==> src/rtl/pong_pkg.sv <==
// pong_pkg: shared ball types and screen/paddle geometry for the pong display pipeline
package pong_pkg;
    localparam int ACTIVE_ROWS = 480;
    localparam int ACTIVE_COLS = 640;
    localparam int PADDLE_W    = 8;
    localparam int PADDLE_H    = 64;
    localparam int ROW_W       = $clog2(ACTIVE_ROWS);
    localparam int COL_W       = $clog2(ACTIVE_COLS);
    typedef enum logic [1:0] {SERVE, PLAY, MISS} ball_state_t;
    typedef struct packed {
        logic dx_right;
        logic dy_down;
    } ball_dir_t;
endpackage

==> src/rtl/pong_ball_engine_if.sv <==
// pong_ball_if: scan position, paddle and pause inputs plus ball position/mask/score outputs
interface pong_ball_if #(
    parameter int ROW_W = pong_pkg::ROW_W,
    parameter int COL_W = pong_pkg::COL_W
);
    logic             pause;
    logic [ROW_W-1:0] row;
    logic [COL_W-1:0] col;
    logic [ROW_W-1:0] pad_l_y;
    logic [ROW_W-1:0] pad_r_y;
    logic             ball_present;
    logic [COL_W-1:0] x_pos;
    logic [ROW_W-1:0] y_pos;
    logic             score_l;
    logic             score_r;
    modport master (
        output pause, row, col, pad_l_y, pad_r_y,
        input  ball_present, x_pos, y_pos, score_l, score_r
    );
    modport slave (
        input  pause, row, col, pad_l_y, pad_r_y,
        output ball_present, x_pos, y_pos, score_l, score_r
    );
endinterface

==> src/rtl/pong_ball_engine_move_tick_gen.sv <==
// move_tick_gen: wrapping move counter that emits a one-cycle tick, frozen while paused
module move_tick_gen #(
    parameter int CLKS_PER_MOVE = 250_000
) (
    input  logic clk,
    input  logic rst,
    input  logic pause,
    output logic tick
);
    localparam int CNT_W = $clog2(CLKS_PER_MOVE);
    localparam logic [CNT_W-1:0] LAST = CNT_W'(CLKS_PER_MOVE - 1);
    logic [CNT_W-1:0] cnt;
    // count 0..CLKS_PER_MOVE-1 and wrap; pause holds the count
    always_ff @(posedge clk)
        if (rst) cnt <= '0;
        else if (!pause) cnt <= tick ? '0 : cnt + 1'b1;
    assign tick = !pause && cnt == LAST;
endmodule

==> src/rtl/pong_ball_engine.sv <==
// pong_ball_engine: serve/play/miss ball FSM with wall and paddle bounces and per-pixel mask
module pong_ball_engine #(
    parameter int CLKS_PER_MOVE = 250_000,
    parameter int ACTIVE_ROWS   = pong_pkg::ACTIVE_ROWS,
    parameter int ACTIVE_COLS   = pong_pkg::ACTIVE_COLS,
    parameter int SIDE_LEN      = 16,
    parameter int STEP          = 1,
    parameter int PADDLE_W      = pong_pkg::PADDLE_W,
    parameter int PADDLE_H      = pong_pkg::PADDLE_H,
    parameter int SERVE_TICKS   = 120
) (
    input logic        clk,
    input logic        rst,
    pong_ball_if.slave bus
);
    import pong_pkg::*;
    localparam int RW = $clog2(ACTIVE_ROWS);
    localparam int CW = $clog2(ACTIVE_COLS);
    localparam int W  = CW + 1;
    localparam int SW = $clog2(SERVE_TICKS) + 1;
    localparam logic [CW-1:0] X_C        = CW'(ACTIVE_COLS / 2 - SIDE_LEN / 2);
    localparam logic [RW-1:0] Y_C        = RW'(ACTIVE_ROWS / 2 - SIDE_LEN / 2);
    localparam logic [W-1:0]  X_MIN      = W'(PADDLE_W);
    localparam logic [W-1:0]  X_MAX      = W'(ACTIVE_COLS - PADDLE_W - SIDE_LEN);
    localparam logic [W-1:0]  Y_MAX      = W'(ACTIVE_ROWS - SIDE_LEN);
    localparam logic [W-1:0]  STP        = W'(STEP);
    localparam logic [W-1:0]  SL         = W'(SIDE_LEN);
    localparam logic [W-1:0]  PH         = W'(PADDLE_H);
    localparam logic [SW-1:0] SERVE_LAST = SW'(SERVE_TICKS - 1);

    ball_state_t   state, state_nx;
    ball_dir_t     dir, dir_nx;
    logic [SW-1:0] serve_cnt, serve_cnt_nx;
    logic [CW-1:0] x, x_nx;
    logic [RW-1:0] y, y_nx;
    logic          serve_dy, serve_dy_nx;
    logic          tick, serve_done, in_play;
    logic [W-1:0]  xw, yw, pl, pr, rw, cw, x_mv, y_mv;
    logic          y_lo, y_hi, dy_mv, at_edge, hit, lost;

    move_tick_gen #(.CLKS_PER_MOVE(CLKS_PER_MOVE)) u_tick (
        .clk  (clk),
        .rst  (rst),
        .pause(bus.pause),
        .tick (tick)
    );

    // widen everything so ball+side and paddle+height sums never wrap
    assign xw = W'(x);
    assign yw = W'(y);
    assign pl = W'(bus.pad_l_y);
    assign pr = W'(bus.pad_r_y);
    assign rw = W'(bus.row);
    assign cw = W'(bus.col);

    // state and datapath registers; pause freezes everything
    always_ff @(posedge clk)
        if (rst) begin
            state     <= SERVE;
            serve_cnt <= '0;
            x         <= X_C;
            y         <= Y_C;
            dir       <= '{dx_right: 1'b1, dy_down: 1'b1};
            serve_dy  <= 1'b1;
        end else if (!bus.pause) begin
            state     <= state_nx;
            serve_cnt <= serve_cnt_nx;
            x         <= x_nx;
            y         <= y_nx;
            dir       <= dir_nx;
            serve_dy  <= serve_dy_nx;
        end

    // next state: serve countdown, play until a paddle miss, miss lasts one cycle
    always_comb begin
        serve_done = serve_cnt == SERVE_LAST;
        state_nx   = state == MISS ? SERVE :
                     !tick         ? state :
                     state == SERVE ? (serve_done ? PLAY : SERVE) :
                     (lost ? MISS : PLAY);
    end

    // move datapath: both axes resolved from the current position in the same tick
    always_comb begin
        y_lo         = yw < STP;
        y_hi         = yw + STP > Y_MAX;
        y_mv         = dir.dy_down ? (y_hi ? Y_MAX : yw + STP) : (y_lo ? '0 : yw - STP);
        dy_mv        = dir.dy_down ? !y_hi : y_lo;
        at_edge      = dir.dx_right ? xw + STP >= X_MAX : xw <= X_MIN + STP;
        hit          = dir.dx_right ? (yw < pr + PH && yw + SL > pr) : (yw < pl + PH && yw + SL > pl);
        x_mv         = at_edge ? (dir.dx_right ? X_MAX : X_MIN) : (dir.dx_right ? xw + STP : xw - STP);
        lost         = at_edge && !hit;
        in_play      = state == PLAY && tick;
        serve_cnt_nx = state == SERVE && tick ? (serve_done ? '0 : serve_cnt + 1'b1) : serve_cnt;
        x_nx         = state == MISS ? X_C : in_play && !lost ? CW'(x_mv) : x;
        y_nx         = state == MISS ? Y_C : in_play ? RW'(y_mv) : y;
        serve_dy_nx  = state == MISS ? !serve_dy : serve_dy;
        dir_nx.dx_right = in_play && at_edge && hit ? !dir.dx_right : dir.dx_right;
        dir_nx.dy_down  = state == MISS ? !serve_dy : in_play ? dy_mv : dir.dy_down;
    end

    // outputs: score pulse while in MISS (dx already points at the conceding side), pixel mask
    always_comb begin
        bus.score_l      = state == MISS && !bus.pause && dir.dx_right;
        bus.score_r      = state == MISS && !bus.pause && !dir.dx_right;
        bus.ball_present = rw >= yw && rw < yw + SL && cw >= xw && cw < xw + SL;
    end

    assign bus.x_pos = x;
    assign bus.y_pos = y;
endmodule

==> src/flat_wrapper.sv <==
// flat-port wrapper written by rule: the top's interface ports become plain ports
module pong_ball_engine_flat import pong_pkg::*;
#(
    parameter int CLKS_PER_MOVE = 250_000,
    parameter int ACTIVE_ROWS   = pong_pkg::ACTIVE_ROWS,
    parameter int ACTIVE_COLS   = pong_pkg::ACTIVE_COLS,
    parameter int SIDE_LEN      = 16,
    parameter int STEP          = 1,
    parameter int PADDLE_W      = pong_pkg::PADDLE_W,
    parameter int PADDLE_H      = pong_pkg::PADDLE_H,
    parameter int SERVE_TICKS   = 120
)
  (clk, rst, bus_pause, bus_row, bus_col, bus_pad_l_y, bus_pad_r_y, bus_ball_present, bus_x_pos, bus_y_pos, bus_score_l, bus_score_r);
  pong_ball_if bus_i ();
  input logic clk;
  input logic rst;
  input wire logic [$bits(bus_i.pause)-1:0] bus_pause;
  input wire logic [$bits(bus_i.row)-1:0] bus_row;
  input wire logic [$bits(bus_i.col)-1:0] bus_col;
  input wire logic [$bits(bus_i.pad_l_y)-1:0] bus_pad_l_y;
  input wire logic [$bits(bus_i.pad_r_y)-1:0] bus_pad_r_y;
  output wire logic [$bits(bus_i.ball_present)-1:0] bus_ball_present;
  output wire logic [$bits(bus_i.x_pos)-1:0] bus_x_pos;
  output wire logic [$bits(bus_i.y_pos)-1:0] bus_y_pos;
  output wire logic [$bits(bus_i.score_l)-1:0] bus_score_l;
  output wire logic [$bits(bus_i.score_r)-1:0] bus_score_r;
  assign bus_i.pause = bus_pause;
  assign bus_i.row = bus_row;
  assign bus_i.col = bus_col;
  assign bus_i.pad_l_y = bus_pad_l_y;
  assign bus_i.pad_r_y = bus_pad_r_y;
  assign bus_ball_present = bus_i.ball_present;
  assign bus_x_pos = bus_i.x_pos;
  assign bus_y_pos = bus_i.y_pos;
  assign bus_score_l = bus_i.score_l;
  assign bus_score_r = bus_i.score_r;
  pong_ball_engine #(.CLKS_PER_MOVE(CLKS_PER_MOVE), .ACTIVE_ROWS(ACTIVE_ROWS), .ACTIVE_COLS(ACTIVE_COLS), .SIDE_LEN(SIDE_LEN), .STEP(STEP), .PADDLE_W(PADDLE_W), .PADDLE_H(PADDLE_H), .SERVE_TICKS(SERVE_TICKS)) u_core (.clk(clk), .rst(rst), .bus(bus_i));
endmodule
==> config.mk <==
export PLATFORM = sky130hd
export DESIGN_NAME = pong_ball_engine_flat
export DESIGN_NICKNAME = d
export VERILOG_FILES = /design/src/rtl/pong_pkg.sv /design/src/rtl/pong_ball_engine_if.sv /design/src/rtl/pong_ball_engine_move_tick_gen.sv /design/src/rtl/pong_ball_engine.sv /design/src/flat_wrapper.sv
export SDC_FILE = /design/constraint.sdc
export NUM_CORES = 1
export LEC_CHECK = 0
export CORE_UTILIZATION = 65
export DETAILED_ROUTE_END_ITERATION = 8
export DONT_BUFFER_PORTS = 1
export GPL_ROUTABILITY_DRIVEN = 0
export HOLD_SLACK_MARGIN = 0.15
export MAX_ROUTING_LAYER = met4
export PLACE_DENSITY_LB_ADDON = 0.3
export SYNTH_ARGS = -nofsm -noshare
export SYNTH_HDL_FRONTEND = slang
export SYNTH_SLANG_ARGS = --single-unit
export TNS_END_PERCENT = 100
==> constraint.sdc <==
create_clock -name clk -period 3.3 [get_ports clk]
set_input_delay 0.33 -clock clk [delete_from_list [all_inputs] [get_ports clk]]
set_output_delay 0.33 -clock clk [all_outputs]
set_load 0.02 [all_outputs]
==> results of run 1 <==
-- area by class of cell --
class	instances	area, sq um
multi-input cells	484	3390
fillers	553	1910
flip-flops and latches	50	1000
inverters	53	199
repair buffers	18	138
well taps	96	120
clock buffers	6	82.6
clock inverters	2	60.1
-- layer usage --
metal,track usage [%],part of all wire (%)
met4,14.5,2.5
met3,4.93,6.9
met5,-,0
met1,39.3,43
met2,54.2,48
-- state kept, by name, indices dropped and copies added, names as in the netlist --
name	cells
u_core.u_tick.cnt	18
u_core.serve_cnt	8
u_core.dir	2
u_core.state	2
u_core.bus.y_pos	9
u_core.serve_dy	1
u_core.bus.x_pos	10
-- synth_stat cells (3+ instances only) --
cell,instances,area share (%)
a211o_1,5,0.93
a211oi_1,9,1.4
a21oi_1,40,4.2
a31oi_1,5,0.66
and2_1,4,0.53
and3_1,8,1.1
clkbuf_1,17,1.4
dfxtp_1,50,21
ha_1,71,19
inv_1,53,4.2
mux2i_1,5,1.1
nand2_1,35,2.8
nand2b_1,14,1.9
nand3_1,29,3.1
nand4_1,16,2.1
nor2_1,59,4.7
nor2b_1,8,1.1
nor3_1,13,1.4
nor4_1,5,0.66
o211ai_1,7,1.1
o21a_1,11,1.8
o21ai_0,37,3.9
o21bai_1,4,0.64
o221ai_1,3,0.56
o31ai_1,6,0.95
or2_2,3,0.40
or3_1,7,0.93
or4_1,3,0.48
xnor2_1,22,4.1
xor2_1,18,3.3
-- cell families (layout without fill, tap and decap cells) --
family,count (synthesis),in the layout
AOI/OAI and AO/OA,145,145
xor gates and xnor gates,40,40
adders and majority gates,71,71
buffers and inverters,76,79
DFF,50,50
muxes,6,6
and+or+nand+nor,222,222
-- worst max-delay path: cells and delay by family, from the launching register on --
kind / cells / cell delay, ns
adder cells (fa/ha/maj): 2 / 0.64
AND/OR/NAND/NOR: 3 / 0.44
flip-flops: 1 / 0.35
buffers and inverters: 2 / 0.37
AO/OA/AOI/OAI: 4 / 1.26
-- power by group through the flow --
stage | Combinational (uW) | Sequential, uW | Clock, uW
floorplan | 109 | 625 | 0
global placement | 115 | 630 | 0
detailed placement | 122 | 630 | 0
CTS | 127 | 616 | 538
global route | 148 | 618 | 553
finish | 129 | 616 | 530
-- layout by cell type (no fill, tap or decap), types with 9 or more instances in the layout --
master	synthesis	routed
o21ai_0	37	37
nand3_1	29	29
xnor2_1	22	22
xor2_1	18	18
nor2_1	59	59
nand2b_1	14	14
a21oi_1	40	40
buf_4	0	17
inv_1	53	53
ha_1	71	71
nand2_1	35	35
o21a_1	11	11
nand4_1	16	16
nor3_1	13	13
a211oi_1	9	9
dfxtp_1	50	47
-- timing repair --
action | in CTS | in global routing
hold buffers | 1 | 0
endpoints found under the hold margin | 22 | 0
endpoints found under the setup margin | 0 | 1
gates resized for setup | 0 | 3
buffers inserted | 0 | 0
-- path summary, 6_finish.rpt --
path / depth (start not counted) / start / slack [ns] / to
min: 2 / bus_pause / 0.16 / u_core.u_tick.cnt[1]
max: 11 / u_core.bus.y_pos[5] / 0.14 / u_core.bus.x_pos[7]
min reg2reg: 2 / u_core.u_tick.cnt[17] / 0.51 / u_core.u_tick.cnt[17]
max reg2reg: 11 / u_core.bus.y_pos[5] / 0.14 / u_core.bus.x_pos[7]
-- through the flow --
stage               setup slack (ns)  power, uW  utilization [%]  cells
floorplan                      0.183        734                -    610
global placement               0.304        745             70.0    700
detailed placement             0.188        751             70.0    700
CTS                           0.0737       1280             72.2    709
global route                 0.00527       1320             72.3    709
finish                         0.144       1270             72.3    709
==> flow_summary.html, run 1 <==
<table>
<tr><th>Metric</th><th>Value</th></tr>
<tr><th colspan="2">CTS</th></tr>
<tr><td>Insertion delay of the later-clocked pin in the worst-skew pair</td><td>0.31 ns</td></tr>
<tr><td>Number of H-tree levels</td><td>2</td></tr>
<tr><td>Total clock sinks</td><td>50</td></tr>
<tr><td>TritonCTS clock tree</td><td>built</td></tr>
<tr><td>Number of buffers inserted during clock tree synthesis</td><td>5</td></tr>
<tr><td>Deepest clock path buffer count</td><td>2</td></tr>
<tr><td>Clock root buffer</td><td>clkbuf_8</td></tr>
<tr><td>Clock-pin slew on the worst setup and hold paths</td><td>0.09 ns</td></tr>
<tr><th colspan="2">Timing</th></tr>
<tr><td>Unrepaired setup endpoints after global routing</td><td>no</td></tr>
<tr><td>Final critical delay including setup and external delays</td><td>3.16 ns</td></tr>
<tr><td>Final hold violation count</td><td>0</td></tr>
<tr><td>Slew at the pin closest to its max-slew limit</td><td>0.813 ns</td></tr>
<tr><td>Final setup violation count</td><td>0</td></tr>
<tr><td>Share of the cycle needed by the critical path after routing</td><td>95.6%</td></tr>
<tr><td>Post-Route Skew</td><td>0.0116 ns</td></tr>
<tr><td>Total Negative Setup Slacks</td><td>0 ns</td></tr>
<tr><td>Worst slew slack as a fraction of its limit</td><td>45.6%</td></tr>
<tr><td>Peak clock frequency supported by timing</td><td>0.317 GHz</td></tr>
<tr><td>Hold slack final</td><td>0.162 ns</td></tr>
<tr><td>Max-slew violation count</td><td>0</td></tr>
<tr><th colspan="2">Synth</th></tr>
<tr><td>Synthesized-area fraction occupied by xor and xnor cells</td><td>7.43%</td></tr>
<tr><td>Proportion of synthesized flip-flops having asynchronous set or reset</td><td>0%</td></tr>
<tr><td>Cell count after synthesis</td><td>610</td></tr>
<tr><td>Net count of the mapped netlist</td><td>721</td></tr>
<tr><td>Number of register bits inferred by synthesis</td><td>50</td></tr>
<tr><td>Fraction of the mapped netlist area in compound gates</td><td>19.6%</td></tr>
<tr><td>Number of enable flip-flop cells after synthesis</td><td>0</td></tr>
<tr><td>Yosys synthesis warning count</td><td>0</td></tr>
<tr><td>Adder-Cell Fraction of Synth Area</td><td>18.8%</td></tr>
<tr><td>Syn_area_per_cell</td><td>7.73 sq um</td></tr>
<tr><td>Cell area after technology mapping</td><td>4720 sq um</td></tr>
<tr><td>Part of the Yosys area used for sequential elements</td><td>21.2%</td></tr>
<tr><td>Number of different library cells in the post-synthesis netlist</td><td>63</td></tr>
<tr><td>Post-Synth Simple-Gate Area</td><td>24.7%</td></tr>
<tr><td>Combinational family with the most area after synthesis</td><td>simple AND/OR/NAND/NOR gates</td></tr>
<tr><td>Multiplexer fraction of the synthesized cell area</td><td>1.30%</td></tr>
<tr><td>Predominant post-synthesis flop cell</td><td>dfxtp_1</td></tr>
<tr><th colspan="2">Worst setup path</th></tr>
<tr><td>Max Fanout on Critical Path</td><td>12</td></tr>
<tr><td>Critical path's largest stage delay</td><td>0.45 ns</td></tr>
<tr><td>Cell at the slowest stage of the critical path</td><td>a211oi_1</td></tr>
<tr><td>Ordered cell list for the critical path</td><td>buf_4 -&gt; inv_1 -&gt; ha_1 -&gt; ha_1 -&gt; nand3_1 -&gt; or2_2 -&gt; o21bai_1 -&gt; a211oi_1 -&gt; o31a_1 -&gt; nor3_4 -&gt; a211o_1</td></tr>
<tr><td>Required time of the critical path</td><td>3.52 ns</td></tr>
<tr><td>Most numerous cell on the critical path</td><td>ha_1</td></tr>
<tr><td>Arrival time worst endpoint</td><td>3.37 ns</td></tr>
<tr><td>Kind of capture point of the worst setup path</td><td>flop</td></tr>
<tr><td>Startpoint type of the worst setup path</td><td>flop</td></tr>
<tr><td>Type of the setup path with the least slack</td><td>reg2reg</td></tr>
<tr><th colspan="2">Drt</th></tr>
<tr><td>Drt via density</td><td>6.35</td></tr>
<tr><td>Antenna-violating nets left</td><td>0</td></tr>
<tr><td>Detailed-route via count</td><td>4504</td></tr>
<tr><td>Number of violations reported at the end of detailed-routing iteration 0</td><td>322</td></tr>
<tr><td>Remaining routing DRC violations</td><td>0</td></tr>
<tr><td>Wire per inst</td><td>16.5 um</td></tr>
<tr><td>First-pass DRT Iterations</td><td>5</td></tr>
<tr><td>Total Routed Length</td><td>11700 um</td></tr>
<tr><th colspan="2">Cells and area</th></tr>
<tr><td>Area grow syn2layout</td><td>5.86%</td></tr>
<tr><td>Diodes inserted</td><td>0</td></tr>
<tr><td>Final Cell Area</td><td>4990 sq um</td></tr>
<tr><td>Final net count</td><td>723</td></tr>
<tr><td>Fraction of final layout cells with drive strength greater than 1</td><td>6.85%</td></tr>
<tr><th colspan="2">Die</th></tr>
<tr><td>Core Area</td><td>6910 sq um</td></tr>
<tr><td>Die Footprint</td><td>7600 sq um</td></tr>
<tr><td>I/O pin count</td><td>62</td></tr>
<tr><td>Placement row count</td><td>30</td></tr>
<tr><td>Starting density of the core</td><td>68.3%</td></tr>
<tr><td>Die Ht</td><td>87.2 um</td></tr>
<tr><td>Width of the chip</td><td>87.2 um</td></tr>
<tr><th colspan="2">Placement</th></tr>
<tr><td>Post-placement cell area</td><td>4840 sq um</td></tr>
<tr><td>Port Buffer Count</td><td>0</td></tr>
<tr><td>Sum of net half-perimeters after detailed placement</td><td>9010 um</td></tr>
<tr><th colspan="2">Min path</th></tr>
<tr><td>Tightest Hold Check Type</td><td>in2reg</td></tr>
<tr><th colspan="2">GRT</th></tr>
<tr><td>Gr usage total</td><td>32.6%</td></tr>
<tr><td>First-pass GRT wire length</td><td>19300 um</td></tr>
<tr><td>Vias in the first global route</td><td>4391</td></tr>
<tr><td>Final global-route overflow total</td><td>0</td></tr>
<tr><td>Antenna violations before repair</td><td>0</td></tr>
<tr><td>Maximum number of pins on one net before global-route repair</td><td>23</td></tr>
<tr><th colspan="2">Power</th></tr>
<tr><td>Clock power frac</td><td>41.6%</td></tr>
<tr><td>Switching share of power</td><td>22.5%</td></tr>
<tr><td>Total net switching power</td><td>286 uW</td></tr>
<tr><td>Power share of the sequential group</td><td>48.4%</td></tr>
<tr><td>Combinational group share of total power</td><td>10.1%</td></tr>
<tr><td>Peak supply drop</td><td>0.254 mV</td></tr>
<tr><td>Internal power contribution</td><td>988 uW</td></tr>
<tr><td>Pwr Density</td><td>255 nW/um^2</td></tr>
<tr><td>Reported leakage power</td><td>0.00213 uW</td></tr>
<tr><th colspan="2">Status</th></tr>
<tr><td>Result of the run</td><td>finished, final reports clean</td></tr>
<tr><th colspan="2">Job</th></tr>
<tr><td>Max-cap viol count</td><td>0</td></tr>
</table>
(Power assumes the default switching activity.)
==> inputs of run 2 (changes only) <==
- REMOVE_ABC_BUFFERS: default -> 1
==> run 2 against run 1 <==
Combinational power about the same. First-iteration DRC count up 1.9%. Via count up 0.80%. Critical endpoint is now bus_ball_present.
==> flow_summary.html, run 2 (same netlist as run 1, synthesis figures left out) <==
<table>
<tr><th>Metric</th><th>Value</th></tr>
<tr><th colspan="2">Status</th></tr>
<tr><td>Result of the run</td><td>finished, final reports clean (unchanged)</td></tr>
<tr><th colspan="2">Die</th></tr>
<tr><td>Die Footprint</td><td>7600 sq um (unchanged)</td></tr>
<tr><td>Die Ht</td><td>87.2 um (unchanged)</td></tr>
<tr><td>Width of the chip</td><td>87.2 um (unchanged)</td></tr>
<tr><td>Starting density of the core</td><td>68.3% (unchanged)</td></tr>
<tr><td>I/O pin count</td><td>62 (unchanged)</td></tr>
<tr><td>Placement row count</td><td>30 (unchanged)</td></tr>
<tr><td>Core Area</td><td>6910 sq um (unchanged)</td></tr>
<tr><th colspan="2">Cells and area</th></tr>
<tr><td>Area grow syn2layout</td><td>6.15% (was 5.86%)</td></tr>
<tr><td>Reg area</td><td>1000 sq um (about the same)</td></tr>
<tr><td>Fill cell total of the finished layout</td><td>587 (was 553)</td></tr>
<tr><td>Flip-flop count of the largest register, all copies and words added</td><td>18 (unchanged)</td></tr>
<tr><td>Final Cell Area</td><td>5010 sq um (was 4990 sq um)</td></tr>
<tr><td>Final net count</td><td>727 (was 723)</td></tr>
<tr><td>Most common library cell in the layout ignoring fill and taps</td><td>ha_1 (unchanged)</td></tr>
<tr><td>Area of the multi-input gates</td><td>3400 sq um (was 3390 sq um)</td></tr>
<tr><td>Fraction of final layout cells with drive strength greater than 1</td><td>7.29% (was 6.85%)</td></tr>
<tr><td>Diodes inserted</td><td>0 (unchanged)</td></tr>
<tr><td>Top library cells by usage in the layout, fill and taps aside</td><td>71 x ha_1, 59 x nor2_1, 53 x inv_1 (unchanged)</td></tr>
<tr><td>Final cell utilization of the core</td><td>72.5% (was 72.3%)</td></tr>
<tr><td>Largest reg by FF count</td><td>u_core.u_tick.cnt (unchanged)</td></tr>
<tr><th colspan="2">CTS</th></tr>
<tr><td>Deepest clock path buffer count</td><td>2 (unchanged)</td></tr>
<tr><td>Clock root buffer</td><td>clkbuf_8 (unchanged)</td></tr>
<tr><td>Clock-pin slew on the worst setup and hold paths</td><td>0.10 ns (was 0.09 ns)</td></tr>
<tr><td>Number of buffers inserted during clock tree synthesis</td><td>5 (unchanged)</td></tr>
<tr><td>Insertion delay of the later-clocked pin in the worst-skew pair</td><td>0.32 ns (was 0.31 ns)</td></tr>
<tr><td>Number of H-tree levels</td><td>2 (unchanged)</td></tr>
<tr><td>TritonCTS clock tree</td><td>built (unchanged)</td></tr>
<tr><td>Total clock sinks</td><td>50 (unchanged)</td></tr>
<tr><th colspan="2">Placement</th></tr>
<tr><td>Port Buffer Count</td><td>0 (unchanged)</td></tr>
<tr><td>Post-placement cell area</td><td>4870 sq um (was 4840 sq um)</td></tr>
<tr><td>Sum of net half-perimeters after detailed placement</td><td>9130 um (was 9010 um)</td></tr>
<tr><th colspan="2">Timing</th></tr>
<tr><td>Unrepaired setup endpoints after global routing</td><td>no (unchanged)</td></tr>
<tr><td>Final hold violation count</td><td>0 (unchanged)</td></tr>
<tr><td>Slew at the pin closest to its max-slew limit</td><td>0.868 ns (was 0.813 ns)</td></tr>
<tr><td>Total Negative Setup Slacks</td><td>0 ns (unchanged)</td></tr>
<tr><td>Peak clock frequency supported by timing</td><td>0.321 GHz (was 0.317 GHz)</td></tr>
<tr><td>Post-Route Skew</td><td>0.0103 ns (was 0.0116 ns)</td></tr>
<tr><td>Max-slew violation count</td><td>0 (unchanged)</td></tr>
<tr><td>Share of the cycle needed by the critical path after routing</td><td>94.3% (was 95.6%)</td></tr>
<tr><td>Final critical delay including setup and external delays</td><td>3.11 ns (was 3.16 ns)</td></tr>
<tr><td>Worst slew slack as a fraction of its limit</td><td>42.0% (was 45.6%)</td></tr>
<tr><td>Final setup violation count</td><td>0 (unchanged)</td></tr>
<tr><th colspan="2">GRT</th></tr>
<tr><td>First-pass GRT wire length</td><td>19500 um (was 19300 um)</td></tr>
<tr><td>Maximum number of pins on one net before global-route repair</td><td>23 (unchanged)</td></tr>
<tr><td>Final global-route overflow total</td><td>0 (unchanged)</td></tr>
<tr><td>Vias in the first global route</td><td>4304 (was 4391)</td></tr>
<tr><td>Gr usage total</td><td>33.2% (was 32.6%)</td></tr>
<tr><td>Antenna violations before repair</td><td>0 (unchanged)</td></tr>
<tr><th colspan="2">Worst setup path</th></tr>
<tr><td>Most numerous cell on the critical path</td><td>o21a_1 (was ha_1)</td></tr>
<tr><td>Worst path buffer plus inverter count</td><td>1 (was 2)</td></tr>
<tr><td>Kind of cell with the highest combined delay on the critical path</td><td>compound AO/OA/AOI/OAI gates (unchanged)</td></tr>
<tr><td>Arrival time worst endpoint</td><td>2.78 ns (was 3.37 ns)</td></tr>
<tr><td>Type of the setup path with the least slack</td><td>reg2out (was reg2reg)</td></tr>
<tr><td>Max Fanout on Critical Path</td><td>10 (was 12)</td></tr>
<tr><td>Critical path's largest stage delay</td><td>0.57 ns (was 0.45 ns)</td></tr>
<tr><td>Startpoint type of the worst setup path</td><td>flop (unchanged)</td></tr>
<tr><td>Required time of the critical path</td><td>2.97 ns (was 3.52 ns)</td></tr>
<tr><td>Kind of capture point of the worst setup path</td><td>primary output (was flop)</td></tr>
<tr><td>Cell at the slowest stage of the critical path</td><td>dfxtp_1 (was a211oi_1)</td></tr>
<tr><td>Ordered cell list for the critical path</td><td>inv_1 -&gt; ha_1 -&gt; nor2b_1 -&gt; o21a_1 -&gt; o21ai_0 -&gt; a21oi_1 -&gt; o21a_1 -&gt; o31ai_1 -&gt; and4_1 (was buf_4 -&gt; inv_1 -&gt; ha_1 -&gt; ha_1 -&gt; nand3_1 -&gt; or2_2 -&gt; o21bai_1 -&gt; a211oi_1 -&gt; o31a_1 -&gt; nor3_4 -&gt; a211o_1)</td></tr>
<tr><th colspan="2">Drt</th></tr>
<tr><td>Detailed-route via count</td><td>4540 (was 4504)</td></tr>
<tr><td>Antenna-violating nets left</td><td>0 (unchanged)</td></tr>
<tr><td>Number of violations reported at the end of detailed-routing iteration 0</td><td>328 (was 322)</td></tr>
<tr><td>Wire per inst</td><td>16.5 um (about the same)</td></tr>
<tr><td>Drt via density</td><td>6.37 (was 6.35)</td></tr>
<tr><td>Remaining routing DRC violations</td><td>0 (unchanged)</td></tr>
<tr><td>Total Routed Length</td><td>11800 um (was 11700 um)</td></tr>
<tr><td>First-pass DRT Iterations</td><td>5 (unchanged)</td></tr>
<tr><th colspan="2">Power</th></tr>
<tr><td>Peak supply drop</td><td>0.269 mV (was 0.254 mV)</td></tr>
<tr><td>Pwr Density</td><td>243 nW/um^2 (was 255 nW/um^2)</td></tr>
<tr><td>Reported leakage power</td><td>0.00215 uW (was 0.00213 uW)</td></tr>
<tr><th colspan="2">Job</th></tr>
<tr><td>Max-cap viol count</td><td>0 (unchanged)</td></tr>
<tr><th colspan="2">Min path</th></tr>
<tr><td>Tightest Hold Check Type</td><td>in2reg (unchanged)</td></tr>
</table>
==> run 2: cell count changes in the layout (fill, tap and decap cells not counted), sizes merged <==
| cell | before | now |
|---|---|---|
| bufinv | 2 | 1 |
| buf | 17 | 21 |
| inv | 53 | 54 |
==> run 2: worst reg2reg max path: stages, from the launching register on <==
cell,delay (ns)
dfxtp_1,0.40
ha_1,0.24
nand3_1,0.17
xnor2_2,0.21
ha_1,0.32
nand3_1,0.08
or2_2,0.28
o21bai_1,0.16
a211oi_1,0.39
o31a_1,0.34
nor3_4,0.09
a211o_1,0.31
==> run 2: metal layers <==
metal	global-route usage, %	share of wire, %
met5	-	0
met4	9.84	2.7
met3	7.01	7.5
met2	57.5	48
met1	38.7	42
==> run 2: layout make-up <==
type	instances	share of cell area, %
clock buffers	6	1.65
clock inverters	2	0.775
inverters	53	3.97
multi-input cells	484	67.8
flip-flops and latches	50	20.0
well taps	96	2.40
repair buffers	22	3.35
==> run 2: what timing repair did <==
item                                    CTS  global route
resized for setup                         0             3
endpoints found under the hold margin    22             0
endpoints found under the setup margin    0             3
buffers inserted                          0             0
hold buffers                              1             0
==> run 2: power by group <==
part	total (uW)	internal, uW	switching (uW)
registers	616	607	9.51
clock network	470	250	221
logic	132	59.6	72.2
total	1220	916	302
==> run 2: metrics by stage <==
stage | total power, uW | instances | worst slack [ns] | hold WS (ns)
finish | 1220 | 713 | 0.189 | 0.153
CTS | 1220 | 713 | 0.0952 | 0.154
global route | 1270 | 713 | 0.00443 | 0.166
detailed placement | 754 | 704 | 0.251 | 0.410
global placement | 744 | 704 | 0.384 | 0.406
floorplan | 725 | 587 | 0.129 | 0.399
==> run 2: worst paths after layout <==
path                             from                    to  slack [ns]  cells past startpoint
hold / removal              bus_pause  u_core.u_tick.cnt[0]        0.15                      2
hold reg to reg   u_core.serve_cnt[7]   u_core.serve_cnt[7]        0.51                      2
setup / recovery  u_core.bus.y_pos[1]      bus_ball_present        0.19                      9
setup reg to reg  u_core.bus.y_pos[4]   u_core.bus.x_pos[7]        0.22                     11
